File: src/rtl/fetch_stage_if.sv
// Fetch-stage bus: pc loop to pc_module, imem req/ack port, redirect/stall and IF/ID outputs.
// Stat counters exist only when FETCH_STATS_EN is defined.
interface fetch_stage_if #(
   parameter int ADDR_W = 16,
   parameter int DATA_W = 16
);
   logic [ADDR_W-1:0] pc;
   logic [ADDR_W-1:0] pcNext;
   logic              imem_req;
   logic [ADDR_W-1:0] imem_addr;
   logic              imem_ack;
   logic [DATA_W-1:0] imem_rdata;
   logic              branch_taken;
   logic [ADDR_W-1:0] branch_target;
   logic              stall;
   logic              if_valid;
   logic [DATA_W-1:0] if_instr;
   logic [ADDR_W-1:0] if_pc;
`ifdef FETCH_STATS_EN
   logic [15:0]       stat_fetched;
   logic [15:0]       stat_stall;
`endif

   modport master (
      input  pc, imem_ack, imem_rdata, branch_taken, branch_target, stall,
      output pcNext, imem_req, imem_addr, if_valid, if_instr, if_pc
`ifdef FETCH_STATS_EN
      , output stat_fetched, stat_stall
`endif
   );

   modport slave (
      output pc, imem_ack, imem_rdata, branch_taken, branch_target, stall,
      input  pcNext, imem_req, imem_addr, if_valid, if_instr, if_pc
`ifdef FETCH_STATS_EN
      , input stat_fetched, stat_stall
`endif
   );
endinterface

File: src/rtl/fetch_stage.sv
// Instruction fetch into IF/ID with 1-entry skid; ack in cycle N shows on IF/ID in N+1, pc advances N+1.
// stall holds IF/ID, one extra word parks in the skid with imem_req dropped; FETCH_STATS_EN adds counters.
module fetch_stage #(
   parameter int                ADDR_W   = 16,
   parameter int                DATA_W   = 16,
   parameter int                PC_STEP  = 1,
   parameter logic [ADDR_W-1:0] RESET_PC = 16'h0000
) (
   input  logic         clk,
   input  logic         rst_n,
   fetch_stage_if.master bus
);
   typedef enum logic [1:0] {BOOT, FETCH, SKID, KILL} state_t;

   state_t            state, state_nxt;
   logic              if_valid_q, if_valid_nxt;
   logic [DATA_W-1:0] if_instr_q, if_instr_nxt;
   logic [ADDR_W-1:0] if_pc_q, if_pc_nxt;
   logic [DATA_W-1:0] skid_instr;
   logic [ADDR_W-1:0] skid_pc;
   logic              skid_load, skid_clr;
   logic [ADDR_W-1:0] redir_tgt, redir_nxt;
   logic [ADDR_W-1:0] pc_next, pc_inc;
   logic              req;
   logic              word_wr;

   assign pc_inc = bus.pc + ADDR_W'(PC_STEP);

   always_ff @(posedge clk or negedge rst_n) begin
      if (!rst_n) begin
         state      <= BOOT;
         if_valid_q <= 1'b0;
         if_instr_q <= '0;
         if_pc_q    <= '0;
         skid_instr <= '0;
         skid_pc    <= '0;
         redir_tgt  <= '0;
      end else begin
         state      <= state_nxt;
         if_valid_q <= if_valid_nxt;
         if_instr_q <= if_instr_nxt;
         if_pc_q    <= if_pc_nxt;
         redir_tgt  <= redir_nxt;
         if (skid_clr) begin
            skid_instr <= '0;
            skid_pc    <= '0;
         end else if (skid_load) begin
            skid_instr <= bus.imem_rdata;
            skid_pc    <= bus.pc;
         end
      end
   end

   // IF/ID default: hold while decode stalls, otherwise the entry drains.
   always_comb begin
      state_nxt    = state;
      pc_next      = bus.pc;
      req          = 1'b0;
      if_valid_nxt = if_valid_q & bus.stall;
      if_instr_nxt = if_instr_q;
      if_pc_nxt    = if_pc_q;
      skid_load    = 1'b0;
      skid_clr     = 1'b0;
      redir_nxt    = redir_tgt;
      word_wr      = 1'b0;
      case (state)
         BOOT: begin
            pc_next      = RESET_PC;
            if_valid_nxt = 1'b0;
            state_nxt    = FETCH;
         end
         FETCH: begin
            req = 1'b1;
            if (bus.branch_taken) begin
               if_valid_nxt = 1'b0;
               if (bus.imem_ack) begin
                  pc_next = bus.branch_target;
               end else begin
                  // address must stay put until the abandoned request is acked
                  redir_nxt = bus.branch_target;
                  state_nxt = KILL;
               end
            end else if (bus.imem_ack) begin
               pc_next = pc_inc;
               if (!if_valid_q || !bus.stall) begin
                  if_valid_nxt = 1'b1;
                  if_instr_nxt = bus.imem_rdata;
                  if_pc_nxt    = bus.pc;
                  word_wr      = 1'b1;
               end else begin
                  skid_load = 1'b1;
                  state_nxt = SKID;
               end
            end
         end
         SKID: begin
            if (bus.branch_taken) begin
               if_valid_nxt = 1'b0;
               skid_clr     = 1'b1;
               pc_next      = bus.branch_target;
               state_nxt    = FETCH;
            end else if (!bus.stall) begin
               if_valid_nxt = 1'b1;
               if_instr_nxt = skid_instr;
               if_pc_nxt    = skid_pc;
               word_wr      = 1'b1;
               skid_clr     = 1'b1;
               state_nxt    = FETCH;
            end
         end
         KILL: begin
            req          = 1'b1;
            if_valid_nxt = 1'b0;
            if (bus.branch_taken) begin
               redir_nxt = bus.branch_target;
            end
            if (bus.imem_ack) begin
               pc_next   = bus.branch_taken ? bus.branch_target : redir_tgt;
               state_nxt = FETCH;
            end
         end
         default: begin
            state_nxt = BOOT;
         end
      endcase
   end

   assign bus.pcNext    = pc_next;
   assign bus.imem_req  = req;
   assign bus.imem_addr = bus.pc;
   assign bus.if_valid  = if_valid_q;
   assign bus.if_instr  = if_instr_q;
   assign bus.if_pc     = if_pc_q;

`ifdef FETCH_STATS_EN
   logic [15:0] stat_fetched_q, stat_stall_q;

   always_ff @(posedge clk or negedge rst_n) begin
      if (!rst_n) begin
         stat_fetched_q <= '0;
         stat_stall_q   <= '0;
      end else begin
         if (word_wr && stat_fetched_q != 16'hFFFF) begin
            stat_fetched_q <= stat_fetched_q + 16'd1;
         end
         if (if_valid_q && bus.stall && stat_stall_q != 16'hFFFF) begin
            stat_stall_q <= stat_stall_q + 16'd1;
         end
      end
   end

   assign bus.stat_fetched = stat_fetched_q;
   assign bus.stat_stall   = stat_stall_q;
`endif
endmodule
File: src/flat_wrapper.sv
// flat-port wrapper written by rule: the top's interface ports become plain ports
module fetch_stage_flat 
#(
   parameter int                ADDR_W   = 16,
   parameter int                DATA_W   = 16,
   parameter int                PC_STEP  = 1,
   parameter logic [ADDR_W-1:0] RESET_PC = 16'h0000
)
  (clk, rst_n, bus_pc, bus_imem_ack, bus_imem_rdata, bus_branch_taken, bus_branch_target, bus_stall, bus_pcNext, bus_imem_req, bus_imem_addr, bus_if_valid, bus_if_instr, bus_if_pc);
  fetch_stage_if #(.ADDR_W(ADDR_W), .DATA_W(DATA_W)) bus_i ();
  input  logic clk;
  input  logic rst_n;
  input wire logic [$bits(bus_i.pc)-1:0] bus_pc;
  input wire logic [$bits(bus_i.imem_ack)-1:0] bus_imem_ack;
  input wire logic [$bits(bus_i.imem_rdata)-1:0] bus_imem_rdata;
  input wire logic [$bits(bus_i.branch_taken)-1:0] bus_branch_taken;
  input wire logic [$bits(bus_i.branch_target)-1:0] bus_branch_target;
  input wire logic [$bits(bus_i.stall)-1:0] bus_stall;
  output wire logic [$bits(bus_i.pcNext)-1:0] bus_pcNext;
  output wire logic [$bits(bus_i.imem_req)-1:0] bus_imem_req;
  output wire logic [$bits(bus_i.imem_addr)-1:0] bus_imem_addr;
  output wire logic [$bits(bus_i.if_valid)-1:0] bus_if_valid;
  output wire logic [$bits(bus_i.if_instr)-1:0] bus_if_instr;
  output wire logic [$bits(bus_i.if_pc)-1:0] bus_if_pc;
  assign bus_i.pc = bus_pc;
  assign bus_i.imem_ack = bus_imem_ack;
  assign bus_i.imem_rdata = bus_imem_rdata;
  assign bus_i.branch_taken = bus_branch_taken;
  assign bus_i.branch_target = bus_branch_target;
  assign bus_i.stall = bus_stall;
  assign bus_pcNext = bus_i.pcNext;
  assign bus_imem_req = bus_i.imem_req;
  assign bus_imem_addr = bus_i.imem_addr;
  assign bus_if_valid = bus_i.if_valid;
  assign bus_if_instr = bus_i.if_instr;
  assign bus_if_pc = bus_i.if_pc;
  fetch_stage #(.ADDR_W(ADDR_W), .DATA_W(DATA_W), .PC_STEP(PC_STEP), .RESET_PC(RESET_PC)) u_core (.clk(clk), .rst_n(rst_n), .bus(bus_i));
endmodule
File: config.mk
export PLATFORM = sky130hd
export DESIGN_NAME = fetch_stage_flat
export DESIGN_NICKNAME = d
export VERILOG_FILES = /design/src/rtl/fetch_stage_if.sv /design/src/rtl/fetch_stage.sv /design/src/flat_wrapper.sv
export SDC_FILE = /design/constraint.sdc
export NUM_CORES = 1
export LEC_CHECK = 0
export CAP_MARGIN = 5
export CORE_ASPECT_RATIO = 0.75
export CORE_MARGIN = 3
export CORE_UTILIZATION = 35
export DETAILED_ROUTE_END_ITERATION = 16
export PLACE_DENSITY_LB_ADDON = 0.3
export SETUP_SLACK_MARGIN = 0.05
export SLEW_MARGIN = 20
export SYNTH_ARGS = -nofsm -noshare
export SYNTH_HDL_FRONTEND = slang
export SYNTH_SLANG_ARGS = --single-unit
File: constraint.sdc
create_clock -name clk -period 2.5 [get_ports clk]
set_input_delay 0.375 -clock clk [delete_from_list [all_inputs] [get_ports clk]]
set_output_delay 0.375 -clock clk [all_outputs]
set_load 0.1 [all_outputs]
==> flow_summary.json <==
{
  "synth_ff_type": "dfrtp_1",
  "endpoint_kind": "output port",
  "fmaxAchievable_mhz": 398,
  "netlist_instances": 583,
  "placed_area_um2": 6880,
  "worst-path-max-fanout": 7,
  "period_minus_slack_ps": 2510,
  "drt-total-wl_um": 16000,
  "area_delta_synth_final_pct": 46.3,
  "stdcell_area_um2": 7450,
  "synth-warning-count": 0,
  "maxCapViolations": 0,
  "ff2ff_setup_slack_ps": 430,
  "dr.pass1.iters": 5,
  "critPathLaunchType": "register",
  "setup_slack_ps": -13.9,
  "drive_above_1_share_pct": 32.4,
  "outcome": "complete, but fails checks",
  "seq_area_frac_synth_pct": 40.8,
  "ys_ff_latch": 83,
  "die-area_um2": 16000,
  "synth_edf_count": 0,
  "io_pins": 119,
  "holdWs_ps": 99.6,
  "drtIter0Drc": 340,
  "diodes": 0,
  "place_hpwl_um": 11600,
  "fin_worst_skew_ps": 5.62,
  "viasPerCell": 5.24,
  "critPathMaxStageDelay_ps": 470,
  "finalSetupViolCount": 1,
  "cts.sinks": 83,
  "die_w_um": 145,
  "grt_max_degree": 59,
  "cp-startpoint": "u_core.state[1]",
  "initial_utilization_pct": 36.4,
  "synth_nets": 637,
  "synth.most_common_cell": "nand2_1",
  "cts_tree": "built",
  "cts-root-buf": "clkbuf_16",
  "r2r_end": "u_core.bus.if_instr[13]",
  "overflow": 0,
  "wire_per_inst_um": 17.5,
  "io_buffers": 118,
  "nNetsFinal": 768,
  "worstMarginPinSlew_ps": 740,
  "h-tree-depth": 3,
  "path_clk_slew_ps": 60,
  "grt_pass1_wl_um": 25400,
  "synth_area_leaders": "dfrtp_1 41%, nand2_1 13%, mux2_2 9.7%, mux2i_1 5.1%, a21oi_1 5.0%",
  "slew-limit-headroom_pct": 50.6,
  "synth_common_cells": "171 x nand2_1, 83 x dfrtp_1, 51 x a21oi_1, 44 x mux2_2, 26 x mux2i_1",
  "coreArea_um2": 14000,
  "cts_made_buffers": 9,
  "grt_setup_unrepaired": "true",
  "drc_errors": 0,
  "antenna_found_initial": 0,
  "place_congestion": 0.878,
  "crit_chain": "nor2b_4 -> a211o_1 -> a222oi_1 -> o211ai_1 -> buf_12",
  "grt_pass1_vias": 4735,
  "synth.distinct_cells": 48,
  "hold_viol": 0,
  "critPathKind": "register to output port",
  "avgSynthCellArea_um2": 8.73,
  "cts_buffer_depth": 2,
  "crit_required_ps": 2120,
  "die_y_um": 110,
  "syn_area_um2": 5090,
  "worst_hold_path_type": "input pin to async pin",
  "maxSlewViolCount": 0,
  "fin_crit_sh_pct": 101,
  "powerDensity_nw_per_um2": 785,
  "yosys.area.top_type": "dfrtp_1",
  "r2r_cells": 7,
  "clkLatencyLatePin_ps": 330,
  "setup-tns-final_ps": -13.9,
  "violations": "setup timing",
  "vias": 4793,
  "row_count": 37,
  "critPathCapture": "bus_pcNext[14]",
  "ant_nets": 0,
  "worst_path_max_delay_cell": "dfrtp_2",
  "dp_slack_ps": -118,
  "peakVddDrop_uv": 515,
  "arrival_ps": 2140,
  "leakagePower_uw": 0.00338,
  "grt_util_all_layers_pct": 19.7,
  "final_core_util_pct": 53.3,
  "r2r_start": "u_core.state[0]",
  "synthArstFlopShare_pct": 100,
  "yosysTopAreaCellShare_pct": 40.8
}
==> stage by stage <==
stage          cells  power, uW
5_1_grt          914       6080
2_1_floorplan    583       3630
3_3_place_gp     884       4330
3_5_place_dp     884       4380
4_1_cts          906       5870
6_report         914       5850
==> timing repair <==
item / in CTS / in global routing
resized for setup: 18 / 13
hold buffers: 0 / 0
setup buffers: 6 / 7
setup endpoints to repair: 12 / 12
gates cloned: 0 / 1
pin swaps: 14 / 4
==> cell families after synthesis <==
group	count (synthesis)	synth area share [%]
simple gates	238	20.6
compound gates	107	13.0
flops	83	40.8
mux	74	15.7
buf+inv	71	8.04
xor+xnor	9	1.55
fa+ha+maj	1	0.246
==> worst min path at each step <==
stage | startpoint | end | slack [ps] | cells after the start
floorplan | rst_n | u_core.bus.if_instr[0] | 80 | 0
global placement | u_core.bus.if_instr[10] | u_core.bus.if_instr[10] | 480 | 1
detailed placement | u_core.bus.if_pc[8] | u_core.bus.if_pc[8] | 480 | 1
CTS | rst_n | u_core.bus.if_instr[3] | 130 | 1
global route | rst_n | u_core.bus.if_instr[2] | 170 | 1
finish | rst_n | u_core.bus.if_instr[2] | 100 | 1
==> routing by layer <==
layer / vias to the layer above / wire length [um] / track usage (%) / share of wire [%]
li1: 2253 / - / - / -
met1: 2346 / 7230 / 26.6 / 45
met2: 171 / 7480 / 31.6 / 47
met3: 23 / 1030 / 4.96 / 6.4
met4: 0 / 257 / 5.00 / 1.6
met5: - / 0 / 0 / 0
==> power by group <==
group	total, uW	switching [uW]	leakage [uW]	internal [uW]
Sequential	1780	150	0.00101	1630
Combinational	2610	1810	0.00220	800
Clock	1460	549	0.000161	909
==> sequential cells by signal (all words and copies together) (netlist names) <==
name                 flops
u_core.bus.if_instr     16
u_core.bus.if_pc        16
u_core.redir_tgt        16
u_core.skid_instr       16
u_core.skid_pc          16
u_core.state             2
u_core.bus.if_valid      1
==> critical path, delay by kind of cell (launching register included) <==
kind,cells,cell delay (ps)
compound gates,3,960
buf+inv,1,220
flops,1,470
simple gates,1,150
==> cells in the final DEF, fill, tap and decap left out, types with 3 or more instances in the layout <==
master	instances
o211ai_1	6
buf_4	94
o22ai_1	8
dfrtp_1	81
mux2_1	4
buf_12	37
o221ai_2	3
nor4_4	3
o221a_2	3
nand2_1	171
dlymetal6s2s_1	3
mux2i_1	26
mux2_2	44
and3_1	4
a32oi_1	3
nor2_1	10
clkdlybuf4s50_1	41
xor2_1	3
nor2_2	4
o21ai_2	4
nand3b_1	3
a21oi_1	50
clkbuf_16	10
nand3_1	9
inv_1	5
a21o_1	4
nand2b_1	5
nor2b_1	4
xnor2_1	6
o21ai_0	13
dlygate4sd2_1	4
and3_4	3
nand4_1	6
==> layout make-up <==
class                           count  area [um2]
Multi-Input combinational cell    429        2780
Fill cell                        1279        6530
Inverter                            6        26.3
Timing Repair Buffer              185        2000
Clock inverter                      5        82.6
Sequential cell                    83        2080
Clock buffer                       11         243
Tap cell                          195         244
(Power assumes the default switching activity.)
